File: src/rtl/dprf_arb.sv
`default_nettype none
// ============================================================================
// Module  : dprf_arb
// Brief   : Two-requester arbiter sharing one synchronous RAM port; one
//           access per three cycles, round-robin or fixed-priority selection.
// Revision: 1.0
// ============================================================================
module dprf_arb #(
  parameter int AW   = 14,
  parameter int PRIO = 0
) (
  input  logic          clock,
  input  logic          reset,
  input  logic          a_req,
  input  logic          a_we,
  input  logic [AW-1:0] a_addr,
  input  logic [7:0]    a_d,
  output logic [7:0]    a_q,
  output logic          a_ack,
  input  logic          b_req,
  input  logic          b_we,
  input  logic [AW-1:0] b_addr,
  input  logic [7:0]    b_d,
  output logic [7:0]    b_q,
  output logic          b_ack,
  output logic          mem_we,
  output logic [AW-1:0] mem_a,
  output logic [7:0]    mem_d,
  input  logic [7:0]    mem_q,
  output logic          busy
);

  typedef enum logic [1:0] {
    S_IDLE    = 2'd0,
    S_ISSUE   = 2'd1,
    S_CAPTURE = 2'd2
  } state_t;

  localparam logic GNT_A = 1'b0;
  localparam logic GNT_B = 1'b1;

  state_t state_q;
  logic   gnt_q;   // holds the current grant during an access, and the last grant otherwise
  logic   gnt_d;

  generate
    if (PRIO == 1) begin : g_fixed
      assign gnt_d = a_req ? GNT_A : GNT_B;
    end else begin : g_rr
      assign gnt_d = (a_req && b_req) ? ~gnt_q : (b_req ? GNT_B : GNT_A);
    end
  endgenerate

  always_ff @(posedge clock) begin
    if (reset) begin
      state_q <= S_IDLE;
      gnt_q   <= GNT_B;
      mem_we  <= 1'b0;
      mem_a   <= '0;
      mem_d   <= '0;
      a_ack   <= 1'b0;
      b_ack   <= 1'b0;
      a_q     <= '0;
      b_q     <= '0;
    end else begin
      a_ack <= 1'b0;
      b_ack <= 1'b0;
      case (state_q)
        S_IDLE: begin
          if (a_req || b_req) begin
            gnt_q   <= gnt_d;
            mem_we  <= (gnt_d == GNT_B) ? b_we   : a_we;
            mem_a   <= (gnt_d == GNT_B) ? b_addr : a_addr;
            mem_d   <= (gnt_d == GNT_B) ? b_d    : a_d;
            state_q <= S_ISSUE;
          end else begin
            mem_we <= 1'b0;
          end
        end
        S_ISSUE: begin
          // The RAM performs the access at this edge; a write must not repeat.
          mem_we  <= 1'b0;
          state_q <= S_CAPTURE;
        end
        S_CAPTURE: begin
          if (gnt_q == GNT_B) begin
            b_q   <= mem_q;
            b_ack <= 1'b1;
          end else begin
            a_q   <= mem_q;
            a_ack <= 1'b1;
          end
          state_q <= S_IDLE;
        end
        default: begin
          mem_we  <= 1'b0;
          state_q <= S_IDLE;
        end
      endcase
    end
  end

  assign busy = (state_q != S_IDLE);

endmodule
`default_nettype wire
File: config.mk
export PLATFORM = sky130hd
export DESIGN_NAME = dprf_arb
export DESIGN_NICKNAME = d
export VERILOG_FILES = /design/src/rtl/dprf_arb.sv
export SDC_FILE = /design/constraint.sdc
export NUM_CORES = 1
export LEC_CHECK = 0
export ABC_AREA = 1
export BUFFER_PORTS_ARGS = -buffer_cell sky130_fd_sc_hd__buf_2
export CAP_MARGIN = 20
export CELL_PAD_IN_SITES_DETAIL_PLACEMENT = 1
export CELL_PAD_IN_SITES_GLOBAL_PLACEMENT = 2
export CORE_MARGIN = 4
export CORE_UTILIZATION = 22
export DETAILED_ROUTE_END_ITERATION = 10
export PLACE_DENSITY = 0.79
export RECOVER_POWER = 50
export SETUP_SLACK_MARGIN = 0.5
export SLEW_MARGIN = 20
export SYNTH_ARGS = -nofsm -noshare
export SYNTH_HDL_FRONTEND = slang
export SYNTH_SLANG_ARGS = --single-unit
File: constraint.sdc
create_clock -name clock -period 1.4 [get_ports clock]
set_clock_uncertainty 0.05 [all_clocks]
set_input_delay 0.35 -clock clock [delete_from_list [all_inputs] [get_ports clock]]
set_output_delay 0.35 -clock clock [all_outputs]
set_load 0.02 [all_outputs]
==> impl_metrics.csv, run 1 <==
group,metric,value,unit
outcome,status,"completed",
route,via_count,2270,
sta,finalSetupViolations,0,
critical_path,timing.critical_path.slowest_stage_cell,"dfxtp_1",
critical_path,worstSetupStartpointType,"flip-flop",
critical_path,worstPathMaxFanout,2,
critical_path,end_kind,"output pin",
power,total_switching_power,1.178,mW
power,ir_drop,0.5154,mV
global_route,number_of_global_route_vias_before_repair,2362,
clocking,clockRootBuffer,"clkbuf_8",
yosys,netlist_instances,287,
clocking,clkTransAtPathRegs,0.09,ns
route,post_drt_via_cell_ratio,4.251,
sta,fin_hold_ws,0.2786,ns
yosys,synth_nets,345,
global_route,first_pass_grt_wire_length,11980,µm
critical_path,critPathMaxStageDelay,0.34,ns
power,cellInternalPower,2.574,mW
yosys,yosys_register_bits,44,
final_layout,final_core_util,42.86,%
power,clock_power_share,26.6,%
critical_path,critical_path_class,"flip-flop to output pin",
final_layout,layout-area-overhead-vs-synth,91.31,%
sta,final.period_utilization,93.17,%
final_layout,final_layout_size_suffix_gt1_share,52.11,%
power,share_seq_of_total_power,38.3,%
route,drt_wl_total,7770,µm
die,rows,34,
yosys,synth_cell_type_count,18,
placed_design,post_dp_cell_area,2599,µm²
clocking,cts_hold_buffers,0,
critical_path,worst_ep_required_time,1.00,ns
sta,finalCriticalPeriod,1.304,ns
power,p_comb_share,35.1,%
critical_path,data_arrival_time_of_the_worst_path,0.90,ns
clocking,cts_htree_levels,2,
yosys,avgSynthCellArea,6.775,µm²
final_layout,postLayoutCellArea,3720,µm²
die,core,8678,µm²
final_layout,num-nets-final,483,
clocking,clkSinkCount,44,
yosys,syn_area,1944,µm²
sta,finalMaxSlewViolations,0,
power,switching_share,31.39,%
global_route,grt_util_all_layers,14.81,%
yosys,synth.yosys.seq_area_share,45.30,%
die,initial_core_util,22.40,%
global_route,grt_remaining_overflow,0,
clocking,clk-insertion-delay-late,0.30,ns
clocking,clk_path_buf_depth,2,
sta,rsz0062_at_grt,"yes",
die,fp.dieArea,10410,µm²
clocking,cts_tree,"done",
placed_design,place.gp.congestion,0.7500,
job,timing.max_cap.violations,0,
global_route,grt_antenna_before_repair,0,
power,power_leakage,1.772,nW
sta,fmaxAchievable,766.7,MHz
clocking,cts-buffers-inserted,5,
route,count_of_nets_left_with_antenna_violations_after_detail_routing,0,
power,power-per-cell-area,1009,nW/µm²
route,drt-wirelength-per-cell,14.55,µm
global_route,grt_max_degree,24,
final_layout,antenna_cells_inserted,0,
yosys,synthesis.yosys.warnings,0,
sta,hold_viol_final,0,
critical_path,cp_cell_sequence,"inv_2 -> nand2_4 -> buf_6",
power,post-layout-total-power,3.752,mW
min_path,hold_path_class,"input port to flip-flop",
die,dieHeight,102.0,µm
sta,worst-slew-pin-transition,0.3268,ns
die,floorplan.io_pins,100,
route,detailedRoute.firstPassIterationCount,4,
sta,totalNegativeSetupSlack,0,ns
die,die_x,102.0,µm
placed_design,placement.io_buffers,99,
route,detail_route.iter0.violations,33,
placed_design,dpl.hpwl,4329,µm
route,post_route_drc_violation_count,0,
sta,worst_slew_margin_rel,78.22,%
==> through the flow <==
stage	instances	setup WS [ns]
6_report	534	0.09564
3_5_place_dp	486	0.05364
3_3_place_gp	486	0.09847
5_1_grt	534	0.03140
4_1_cts	522	0.07972
2_1_floorplan	287	0.2447
==> power groups by stage <==
stage	registers (mW)	logic, mW	clock network, mW
floorplan	1.56	0.362	0
finish	1.44	1.32	0.999
detailed placement	1.44	0.751	0
CTS	1.46	1.20	1.05
global route	1.45	1.43	1.09
global placement	1.44	0.732	0
==> state kept, by name (all words and copies together), names as in the netlist <==
name     flops
a_ack        1
a_q          8
b_ack        1
b_q          8
gnt_q        1
mem_a       14
mem_d        8
mem_we       1
state_q      2
==> synth_stat cells <==
master     n  area (µm²)
buf_4      2       15.01
o21ai_0   23       115.1
inv_2      4       15.01
dfxtp_1   44       880.8
buf_2      7       35.03
a21oi_1   17       85.08
nand3b_1   1       7.510
buf_6      4       45.04
nor2_2     4       25.02
nor2_1    66       247.7
nor3_1     1       5.000
nand2_1   49       183.9
nand3_1    5       25.02
nand2_4    1       11.26
clkbuf_1   2       7.510
o21ai_1   15       75.07
nor2_4     1       11.26
inv_1     41       153.9
==> timing repair <==
action,in CTS,in global routing
endpoints found under the setup margin,85,85
buffers inserted,17,11
gates resized for setup,175,44
pin swaps,13,6
gates cloned,11,1
==> cells in the final DEF, fill, tap and decap left out, drive strengths merged <==
master and count:
a21oi 17, buf 142, bufinv 1, clkbuf 9
clkinv 1, clkinvlp 1, dfxtp 44, inv 45
nand2 50, nand3 5, nand3b 1, nor2 71
nor3 1, o21ai 38
==> cell type report <==
cell class | instances | area [µm²]
repair buffers | 146 | 1379
flip-flops and latches | 44 | 895.9
multi-input cells | 183 | 1017
inverters | 45 | 181.4
clock buffers | 5 | 68.82
clock inverters | 3 | 42.54
fillers | 1066 | 4959
well taps | 108 | 135.1
==> metal layers <==
layer / GRT usage [%] / vias up / wire (µm)
li1: - / 1155 / -
met1: 18.76 / 1042 / 3354
met2: 25.74 / 71 / 3894
met3: 3.686 / 2 / 493
met4: 2.725 / 0 / 27
met5: 0 / - / 0
==> cell families (layout without fill, tap and decap cells) <==
family	after synthesis	after routing	synth area share, %
buffers and inverters	60	199	13.96
AOI/OAI and AO/OA	55	55	14.16
DFF	44	44	45.30
and+or+nand+nor	128	128	26.58
==> critical path: cells and delay by family, from the launching register on <==
kind                   cells  cell delay [ns]
AND/OR/NAND/NOR            1             0.09
buffers and inverters      2             0.17
flip-flops                 1             0.34
==> path summary, 6_finish.rpt <==
path                                start                  end  slack, ns  cells after the start
hold / removal                      reset  mem_we$_SDFFE_PP0P_       0.28                      2
setup / recovery  state_q[0]$_SDFFE_PP0P_                 busy        0.1                      3
setup reg to reg  state_q[0]$_SDFFE_PP0P_  b_q[6]$_SDFFE_PP0P_        0.1                      7
hold reg to reg       b_q[0]$_SDFFE_PP0P_  b_q[0]$_SDFFE_PP0P_       0.42                      2
Note: power is estimated with default switching activity, not from simulation.
==> run 2: changes to the inputs <==
Settings changed: CTS_BUF_LIST from default to sky130_fd_sc_hd__clkbuf_16.
==> impl_metrics.csv, run 2 (synthesis results as in run 1) <==
group,metric,value,unit
critical_path,worstPathMaxFanout,2,
clocking,clockRootBuffer,"clkbuf_16",
placed_design,place.gp.congestion,0.7500,
critical_path,critPathMaxStageDelay,0.32,ns
route,count_of_nets_left_with_antenna_violations_after_detail_routing,0,
placed_design,dpl.hpwl,4329,µm
route,drt-wirelength-per-cell,14.43,µm
die,rows,34,
power,power-per-cell-area,1088,nW/µm²
global_route,first_pass_grt_wire_length,11430,µm
route,detailedRoute.firstPassIterationCount,4,
final_layout,filler_cell_count,1058,
power,ir_drop,0.7254,mV
clocking,cts-buffers-inserted,5,
placed_design,placed_cells,486,
global_route,grt_max_degree,24,
final_layout,layout-area-overhead-vs-synth,91.25,%
min_path,hold_path_class,"input port to flip-flop",
die,initial_core_util,22.40,%
sta,rsz0062_at_grt,"yes",
clocking,cts_htree_levels,2,
clocking,clk_path_buf_depth,2,
final_layout,layout_common_cells,"buf_2 (60), nor2_1 (56), buf_6 (50)",
job,timing.max_cap.violations,0,
clocking,cts_tree,"done",
clocking,clkTransAtPathRegs,0.06,ns
critical_path,critical_path_class,"flip-flop to output pin",
sta,worst-slew-pin-transition,0.2493,ns
route,drt_wl_total,7689,µm
critical_path,worstSetupStartpointType,"flip-flop",
route,post_drt_via_cell_ratio,4.229,
critical_path,critical_path_buf_inv_count,2,
critical_path,cp_top_family,"flip-flops",
sta,totalNegativeSetupSlack,0,ns
critical_path,timing.critical_path.slowest_stage_cell,"dfxtp_2",
placed_design,placement.io_buffers,99,
critical_path,cp_cell_sequence,"inv_2 -> nand2_4 -> buf_6",
route,post_route_drc_violation_count,0,
sta,fmaxAchievable,778.2,MHz
final_layout,antenna_cells_inserted,0,
final_layout,flip_flop_count_of_the_largest_register_after_layout,14,
final_layout,final_cells,533,
global_route,grt_antenna_before_repair,0,
sta,fin_hold_ws,0.2719,ns
outcome,status,"completed",
critical_path,end_kind,"output pin",
clocking,clkSinkCount,44,
die,core,8678,µm²
critical_path,data_arrival_time_of_the_worst_path,0.89,ns
sta,hold_viol_final,0,
power,power_leakage,1.777,nW
sta,finalSetupViolations,0,
final_layout,largest_register,"mem_a",
die,floorplan.io_pins,100,
global_route,grt_remaining_overflow,0,
sta,finalCriticalPeriod,1.285,ns
sta,worst_slew_margin_rel,83.38,%
route,detail_route.iter0.violations,21,
global_route,grt_util_all_layers,13.87,%
clocking,clk-insertion-delay-late,0.28,ns
route,via_count,2254,
die,die_x,102.0,µm
sta,finalMaxSlewViolations,0,
power,post-layout-total-power,4.047,mW
final_layout,final_common_cell,"buf_2",
clocking,cts_hold_buffers,0,
critical_path,worst_ep_required_time,1.00,ns
die,dieHeight,102.0,µm
final_layout,num-nets-final,482,
final_layout,final_layout_size_suffix_gt1_share,52.71,%
sta,final.period_utilization,91.79,%
die,fp.dieArea,10410,µm²
global_route,number_of_global_route_vias_before_repair,2295,
run 2: cell types whose count changed in the layout (fill, tap and decap cells not counted), moves of 4 or more:
cell and delta:
clkbuf_8 -5, clkbuf_16 +8, buf_4 -4, nor2_2 +4
run 2: routing by layer:
metal / part of all wire, % / track usage, %
met1: 43 / 17.34
met2: 50 / 24.24
met3: 6.4 / 3.686
met4: 0.48 / 2.422
met5: 0 / 0
run 2: final timing paths:
check,start,endpoint,slack (ns),cells after the start
setup / recovery,state_q[0]$_SDFFE_PP0P_,busy,0.11,3
setup reg to reg,state_q[0]$_SDFFE_PP0P_,mem_d[4]$_SDFFE_PP0P_,0.11,8
hold reg to reg,b_q[7]$_SDFFE_PP0P_,b_q[7]$_SDFFE_PP0P_,0.41,2
hold / removal,reset,mem_we$_SDFFE_PP0P_,0.27,2
run 2: final cells by class:
class	instances	area, µm²	area share [%]
Clock buffer	5	125.1	3.365
Clock inverter	3	42.54	1.144
Inverter	45	176.4	4.744
Multi-Input combinational cell	183	972.2	26.14
Sequential cell	44	899.6	24.19
Tap cell	108	135.1	3.634
Timing Repair Buffer	145	1368	36.78
run 2: timing repair:
item | 4_1_cts | 5_1_grt
resized for setup | 163 | 38
setup buffers | 15 | 10
setup endpoints to repair | 85 | 85
pin swaps | 12 | 12
cloned | 8 | 6
run 2: metrics by stage:
stage	setup slack (ns)	utilization [%]	instance area, µm²
global route	0.03948	42.85	3719
floorplan	0.2447	-	1992
CTS	0.1106	40.21	3490
global placement	0.09847	29.95	2599
finish	0.1150	42.85	3719
detailed placement	0.05364	29.95	2599
run 2: power by group:
| group | switching [mW] | internal, mW |
|---|---|---|
| combinational | 0.603 | 0.656 |
| sequential | 0.0778 | 1.36 |
| clock | 0.507 | 0.839 |
| total | 1.19 | 2.86 |
==> run 3: changes to the inputs <==
Settings changed: REMOVE_ABC_BUFFERS from default to 1.
==> impl_metrics.csv, run 3 (synthesis results as in run 1) <==
group,metric,value,unit
outcome,status,"completed",
min_path,hold_path_class,"input port to flip-flop",
die,core,8678,µm²
route,post_route_drc_violation_count,0,
die,initial_core_util,22.40,%
sta,worst_slew_margin_rel,82.18,%
power,total_switching_power,1.068,mW
power,share_seq_of_total_power,38.2,%
die,rows,34,
final_layout,final_layout_size_suffix_gt1_share,43.63,%
sta,hold_viol_final,0,
power,switching_share,28.18,%
placed_design,place.gp.congestion,0.7480,
sta,rsz0062_at_grt,"yes",
power,power-per-cell-area,1129,nW/µm²
job,timing.max_cap.violations,0,
sta,fin_hold_ws,0.2652,ns
route,drt_wl_total,6414,µm
route,drt-wirelength-per-cell,12.43,µm
critical_path,worstPathMaxFanout,2,
final_layout,final_cells,516,
route,count_of_nets_left_with_antenna_violations_after_detail_routing,0,
global_route,first_pass_grt_wire_length,9735,µm
sta,finalSetupViolations,0,
power,post-layout-total-power,3.788,mW
route,post_drt_via_cell_ratio,4.194,
critical_path,critical_path_class,"flip-flop to output pin",
final_layout,flip_flop_count_of_the_largest_register_after_layout,14,
clocking,cts_hold_buffers,0,
die,floorplan.io_pins,100,
final_layout,num-nets-final,465,
sta,final.period_utilization,89.78,%
global_route,number_of_global_route_vias_before_repair,2188,
power,clock_power_share,34.5,%
critical_path,data_arrival_time_of_the_worst_path,0.86,ns
clocking,cts-buffers-inserted,5,
placed_design,placement.io_buffers,99,
final_layout,final_core_util,38.67,%
global_route,grt_max_degree,27,
clocking,clockRootBuffer,"clkbuf_16",
sta,finalMaxSlewViolations,0,
route,detailedRoute.firstPassIterationCount,3,
placed_design,dpl_worst_slack,0.07200,ns
sta,fmaxAchievable,795.6,MHz
die,dieHeight,102.0,µm
sta,worst_slack,0.1430,ns
global_route,grt_remaining_overflow,0,
final_layout,largest_register,"mem_a",
clocking,clk-insertion-delay-late,0.28,ns
die,die_x,102.0,µm
die,fp.dieArea,10410,µm²
placed_design,post_dp_cell_area,2582,µm²
power,ir_drop,0.4010,mV
sta,worst-slew-pin-transition,0.2673,ns
route,detail_route.iter0.violations,85,
global_route,grt_antenna_before_repair,0,
clocking,cts_tree,"done",
clocking,clkSinkCount,44,
final_layout,final_common_cell,"nor2_1",
critical_path,worstSetupStartpointType,"flip-flop",
placed_design,placed_cells,487,
final_layout,layout-area-overhead-vs-synth,72.59,%
critical_path,worst_ep_required_time,1.00,ns
critical_path,end_kind,"output pin",
sta,finalCriticalPeriod,1.257,ns
final_layout,layout_common_cells,"nor2_1 (61), buf_2 (57), buf_6 (45)",
final_layout,postLayoutCellArea,3356,µm²
clocking,cts_htree_levels,2,
sta,totalNegativeSetupSlack,0,ns
power,power_leakage,1.635,nW
power,p_comb_share,27.3,%
clocking,clk_path_buf_depth,2,
final_layout,antenna_cells_inserted,0,
global_route,grt_util_all_layers,11.46,%
route,via_count,2164,
placed_design,dpl.hpwl,4336,µm
clocking,clkTransAtPathRegs,0.06,ns
power,cellInternalPower,2.721,mW
run 3: routing by layer:
layer  share of wire [%]  up-vias  wire length [µm]  track usage [%]
li1                    -     1112                 -                -
met1                  44      981              2854            13.67
met2                  49       66              3114            20.04
met3                 6.2        5               398            3.208
met4                0.73        0                47            3.330
met5                   0        -                 0                0
run 3: repair_timing:
action	4_1_cts	5_1_grt
setup endpoints to repair	85	85
resized for setup	153	26
pin swaps	1	6
setup buffers	4	10
cloned	2	5
run 3: worst paths after layout:
path                                              start                   to  slack (ns)  cells after the start
worst max-delay path            state_q[1]$_SDFFE_PP0P_                 busy        0.14                      3
worst min-delay path                              reset  mem_we$_SDFFE_PP0P_        0.27                      2
worst max register to register  state_q[1]$_SDFFE_PP0P_  b_q[4]$_SDFFE_PP0P_        0.14                      5
worst min register to register      a_q[3]$_SDFFE_PP0P_  a_q[3]$_SDFFE_PP0P_        0.41                      2
run 3: final cells by class:
class                      count  area [µm²]
clock buffer                   5       125.1
clock inverter                 3       38.79
fill                        1089        5323
inverter                      45       168.9
multi-input combinational    183       875.8
sequential                    44       902.1
tap                          108       135.1
timing repair buffer         128        1110
run 3: critical path: stages (launching register included):
cell	delay [ns]
dfxtp_4	0.34
inv_2	0.06
nand2_4	0.05
buf_6	0.13
run 3: power by group through the flow:
stage	sequential, mW	combinational (mW)	clock, mW
after detailed placement	1.45	0.744	0
after global placement	1.44	0.728	0
after global routing	1.46	1.14	1.40
after CTS	1.46	0.895	1.35
final	1.45	1.04	1.31
after floorplan	1.55	0.299	0
